[config.mk]
export PLATFORM = sky130hd
export DESIGN_NAME = vape_exec_latch
export DESIGN_NICKNAME = d
export VERILOG_FILES = /design/src/rtl/vape_pkg.sv /design/src/rtl/vape_att_snap.sv /design/src/rtl/vape_exec_latch.sv
export SDC_FILE = /design/constraint.sdc
export NUM_CORES = 1
export LEC_CHECK = 0
export ABC_AREA = 0
export CAP_MARGIN = 20
export CORE_UTILIZATION = 40
export CTS_CLUSTER_DIAMETER = 100
export DETAILED_ROUTE_END_ITERATION = 6
export HOLD_SLACK_MARGIN = 0.12
export PLACE_DENSITY = 0.73
export REMOVE_ABC_BUFFERS = 1
export SLEW_MARGIN = 20
export SYNTH_ARGS = -nofsm -noshare
export SYNTH_HDL_FRONTEND = slang
export SYNTH_SLANG_ARGS = --single-unit
[constraint.sdc]
create_clock -name clk -period 3.5 [get_ports clk]
set_input_delay 0.875 -clock clk [delete_from_list [all_inputs] [get_ports clk]]
set_output_delay 0.875 -clock clk [all_outputs]
set_load 0.05 [all_outputs]
[src/rtl/vape_pkg.sv]
// rtl/vape_pkg.sv - shared state encodings and defaults for the exec latch
package vape_pkg;

    localparam logic [1:0] IDLE = 2'd0;
    localparam logic [1:0] RUN  = 2'd1;
    localparam logic [1:0] DONE = 2'd2;
    localparam logic [1:0] FAIL = 2'd3;

    localparam int VAPE_CNT_W = 8;

    typedef logic [1:0] vape_state_t;

endpackage

[src/rtl/vape_att_snap.sv]
// rtl/vape_att_snap.sv - attestation req/ack edge tracking with exec snapshot
module vape_att_snap (
    input  logic clk,
    input  logic rst_n,
    input  logic att_req,
    input  logic exec_flag,
    output logic att_ack,
    output logic att_snap
);

    logic served;
    logic fire;

    // served stays set until att_req drops, so a held request acks only once
    assign fire = att_req && !att_ack && !served;

    always_ff @(posedge clk) begin
        if (!rst_n) begin
            att_ack  <= 1'b0;
            att_snap <= 1'b0;
            served   <= 1'b0;
        end else begin
            att_ack <= fire;
            served  <= att_req && (served || fire);
            if (fire) begin
                att_snap <= exec_flag;
            end
        end
    end

endmodule

[src/rtl/vape_exec_latch.sv]
// rtl/vape_exec_latch.sv - ER control-flow FSM, sticky EXEC flag and violation count
module vape_exec_latch
    import vape_pkg::*;
#(
    parameter int N_MON = 3,
    parameter int CNT_W = VAPE_CNT_W
) (
    input  logic             clk,
    input  logic             rst_n,
    input  logic [15:0]      pc,
    input  logic [15:0]      ER_min,
    input  logic [15:0]      ER_max,
    input  logic [N_MON-1:0] mon_exec,
    input  logic             att_req,
    output logic             exec_flag,
    output logic             att_ack,
    output logic             att_snap,
    output logic [CNT_W-1:0] viol_cnt
);

    vape_state_t state_q;
    vape_state_t state_d;
    logic [15:0] pc_q;
    logic        all_ok;
    logic        in_er;
    logic        at_min;
    logic        cfg_bad;
    logic        viol_inc;

    assign all_ok  = &mon_exec;
    assign in_er   = (pc >= ER_min) && (pc <= ER_max);
    assign at_min  = (pc == ER_min);
    assign cfg_bad = (ER_min > ER_max);

    always_ff @(posedge clk) begin
        if (!rst_n) begin
            state_q  <= IDLE;
            pc_q     <= 16'h0000;
            viol_cnt <= '0;
        end else begin
            state_q <= state_d;
            pc_q    <= pc;
            if (viol_inc && (viol_cnt != {CNT_W{1'b1}})) begin
                viol_cnt <= viol_cnt + 1'b1;
            end
        end
    end

    // A bad region config overrides everything, including legal entry
    always_comb begin
        state_d = state_q;
        if (cfg_bad) begin
            state_d = IDLE;
        end else if (at_min && all_ok) begin
            state_d = RUN;
        end else begin
            case (state_q)
                RUN: begin
                    if (!all_ok) begin
                        state_d = FAIL;
                    end else if (!in_er && (pc_q == ER_max)) begin
                        state_d = DONE;
                    end else if (!in_er) begin
                        state_d = FAIL;
                    end
                end
                DONE: begin
                    if (!all_ok) begin
                        state_d = FAIL;
                    end else if (in_er && !at_min) begin
                        state_d = FAIL;
                    end
                end
                default: state_d = state_q;
            endcase
        end
    end

    always_comb begin
        exec_flag = (state_q == DONE);
        viol_inc  = ((state_q == RUN) || (state_q == DONE)) && (state_d == FAIL);
    end

    vape_att_snap u_att_snap (
        .clk       (clk),
        .rst_n     (rst_n),
        .att_req   (att_req),
        .exec_flag (exec_flag),
        .att_ack   (att_ack),
        .att_snap  (att_snap)
    );

endmodule

==> reports/metrics.cfg <==
[die]
die_y_um=81.61
ios=65
rows=28
fp.dieW_um=81.61
die-area_mm2=0.006659
start_util=0.4207
core_area_mm2=0.006026

[power]
switchingPower_uw=283.8
clkPwrFrac=0.315
ir_drop_uv=216.4
seq_power_share=0.352
pwr-share-comb=0.334
intPower_uw=701.7
netSwitchingFraction=0.2880
powerDensity_mw_per_mm2=249.4
power_leakage_nw=1.733

[worst_setup_path]
r2r-start=state_q[0]$_SDFF_PN0_
startpoint_type=input pin
cp_cell_sequence=clkdlybuf4s50_1 > ha_1 > nand4_1 > nor2_1 > a221o_1 > o31ai_4 > nand3_2 > nor3b_1 > buf_4 > or4_4 > a21oi_2
cp_slowest_stage_delay_ns=0.59
reg2reg_slack_ns=1.22
cp.arrival_ns=3.71
path_max_fanout=11
end_kind=flop
r2r-end=viol_cnt[7]$_SDFFE_PN0P_
critPathKind=input pin to flop
crit_start=pc[12]
r2r_cells=9
cp_data_required_time_ns=3.71
slowest_stage=clkdlybuf4s50_1

[global_routing]
grt_pass1_wl_um=10500
grt_pass1_vias=2443
track_usage=0.2077
grt_max_degree=16
antenna_found_initial=0
grt_overflow=0

[finish]
syn2layout_area_growth_pct=55.87
drive_gt1_frac=0.2368
fillCellCount=482
antenna_cells=0
fin_nets=523

[yosys]
synth-seq-cells=29
synth_top_cell_area_share=0.2567
seq_area_frac_synth=0.2290
yosysMostFrequentCell=ha_1
synth-edff-count=0
yosys.cell_types.count=47
synth.largest_area_cell=ha_1
synth_common_cells=ha_1 (52), inv_1 (38), dfxtp_1 (29)
synth_cells=298
synth_ff_type=dfxtp_1
synth_warnings=0
synthArstFlopShare=0
syn_area_per_cell_um2=8.506
syn-cell-area_mm2=0.002535
netlist_top_cells_area=ha_1 (26%), dfxtp_1 (23%), inv_1 (5.6%), xnor2_1 (5.5%), a21oi_1 (5.1%)

[detailed_routing]
drc=0
route.vias.total=2501
viasPerCell=5.073
ant_nets=0
firstDrtPassIters=4
drt-wirelength-per-cell_um=14.20
drt_iter0_drc=81
wl_um=7002

[clocking]
cts_max_level=2
clkSinkCount=29
cts.clk_slew.worst_paths_ns=0.06
tritoncts=done
root_buffer=clkbuf_8
cts_buffers=5
hold_buffers=0
ctsLongestPathBuffers=2
clkLatencyLatePin_ns=0.28

[timing]
rsz0062_at_grt=true
worst_slew_pin_slew_ns=0.6433
min_period_over_period=1.002
worst_slack_ns=-0.006957
clock-skew-final_ns=0.009114
final_hold_viol_count=0
fmax_ghz=0.2851
slew-limit-headroom=0.5698
finalCriticalPeriod_ns=3.507
tns_ns=-0.006957
drv_slew=0
setup_violations=1

[hold_path]
hp-start=u_att_snap.served$_SDFF_PN0_
min_delay_worst_endpoint=u_att_snap.att_ack$_SDFF_PN0_
hold_class=flop to flop
whs_path_depth=1

[place]
gp_congestion=0.8538
dpl.hpwl_um=5359
dp_slack_ns=-0.3724
io_buffer_count=64

[run]
maxCapViolations=0

[run_status]
violations=negative setup slack
status=finished with violations

## area by class of cell
type                    instances  area (µm²)  share of cell area
clock buffers                   7       96.34             0.02438
clock inverters                 1       5.005            0.001267
inverters                      38       142.6             0.03610
multi-input cells             228        2002              0.5066
flip-flops and latches         29       580.6              0.1469
well taps                      75       93.84             0.02375
repair buffers                115        1031              0.2609
## kinds of logic (layout without fill, tap and decap cells)
group,after synthesis,count (layout),share of synthesized area
DFF,29,29,0.2290
AOI/OAI and AO/OA,54,54,0.1451
xor gates and xnor gates,16,16,0.05528
adders and majority gates,52,52,0.2567
muxes,3,3,0.01185
and+or+nand+nor,103,103,0.2384
buffers and inverters,41,161,0.06367
## metrics by stage
stage	total power [mW]	hold WS [ns]	instance area (µm²)	utilization	instances
after floorplan	0.4894	0.4183	2516	-	295
after global placement	0.6390	0.4280	3618	0.6005	483
after detailed placement	0.6442	0.4471	3618	0.6005	483
after CTS	0.9562	0.4550	3726	0.6184	491
after global routing	1.039	0.4914	3951	0.6557	493
final	0.9855	0.4516	3951	0.6557	493
## state kept, by name, indices dropped and copies added (netlist names)
register,flops
u_att_snap.att_snap,1
state_q,2
pc_q,16
u_att_snap.served,1
u_att_snap.att_ack,1
viol_cnt,8
## worst max path at each step
stage	to	slack, ns	depth (start not counted)
after floorplan	viol_cnt[5]$_SDFFE_PN0P_	0.20	9
after global placement	viol_cnt[7]$_SDFFE_PN0P_	-0.27	13
after detailed placement	viol_cnt[7]$_SDFFE_PN0P_	-0.37	13
after CTS	viol_cnt[7]$_SDFFE_PN0P_	0.004	13
after global routing	viol_cnt[7]$_SDFFE_PN0P_	-0.06	11
final	viol_cnt[7]$_SDFFE_PN0P_	-0.007	11
## worst max-delay path, delay by kind of cell
family	cells	cell delay, ns
buf+inv	2	0.76
simple gates	5	1.03
compound gates	3	0.78
fa+ha+maj	1	0.28
## layer usage
layer / part of all wire / wire length, µm / up-vias / track usage
li1: - / - / 1299 / -
met1: 0.45 / 3124 / 1136 / 0.2569
met2: 0.49 / 3453 / 60 / 0.3700
met3: 0.051 / 360 / 6 / 0.03333
met4: 0.0091 / 64 / 0 / 0.05614
met5: 0 / 0 / - / 0
## power by group through the flow
stage | logic, mW | clock network [mW] | registers, mW
global route | 0.360 | 0.331 | 0.348
floorplan | 0.134 | 0 | 0.356
finish | 0.329 | 0.310 | 0.347
detailed placement | 0.290 | 0 | 0.354
global placement | 0.285 | 0 | 0.354
CTS | 0.295 | 0.315 | 0.347
## cell usage in the layout, fill, tap and decap left out, types with 2 or more instances in the layout
master           instances
clkbuf_8                 7
nor3_1                   5
nand4_1                 12
buf_4                   51
dfxtp_1                 29
or4_4                    3
ha_4                     9
a21boi_0                 2
and2_1                  16
o21ai_0                  4
or3_1                    3
clkdlybuf4s50_1         61
ha_1                    43
and3_1                   4
a21oi_2                  6
nor2_1                   9
a21oi_1                 20
dlymetal6s2s_1           3
mux2i_1                  3
o211ai_2                 2
nand2_1                 23
nand3_1                  8
nand2b_1                 2
or4_1                    2
inv_1                   38
nand3_2                  3
o21ai_1                  2
xnor2_1                 16
nor2b_1                  2
o31ai_1                  2
## what timing repair did
action,CTS,global route
pin swaps,0,8
setup endpoints to repair,4,8
resized for setup,1,31
buffers inserted,0,2
No activity file was read; power rests on OpenSTA's default activity.
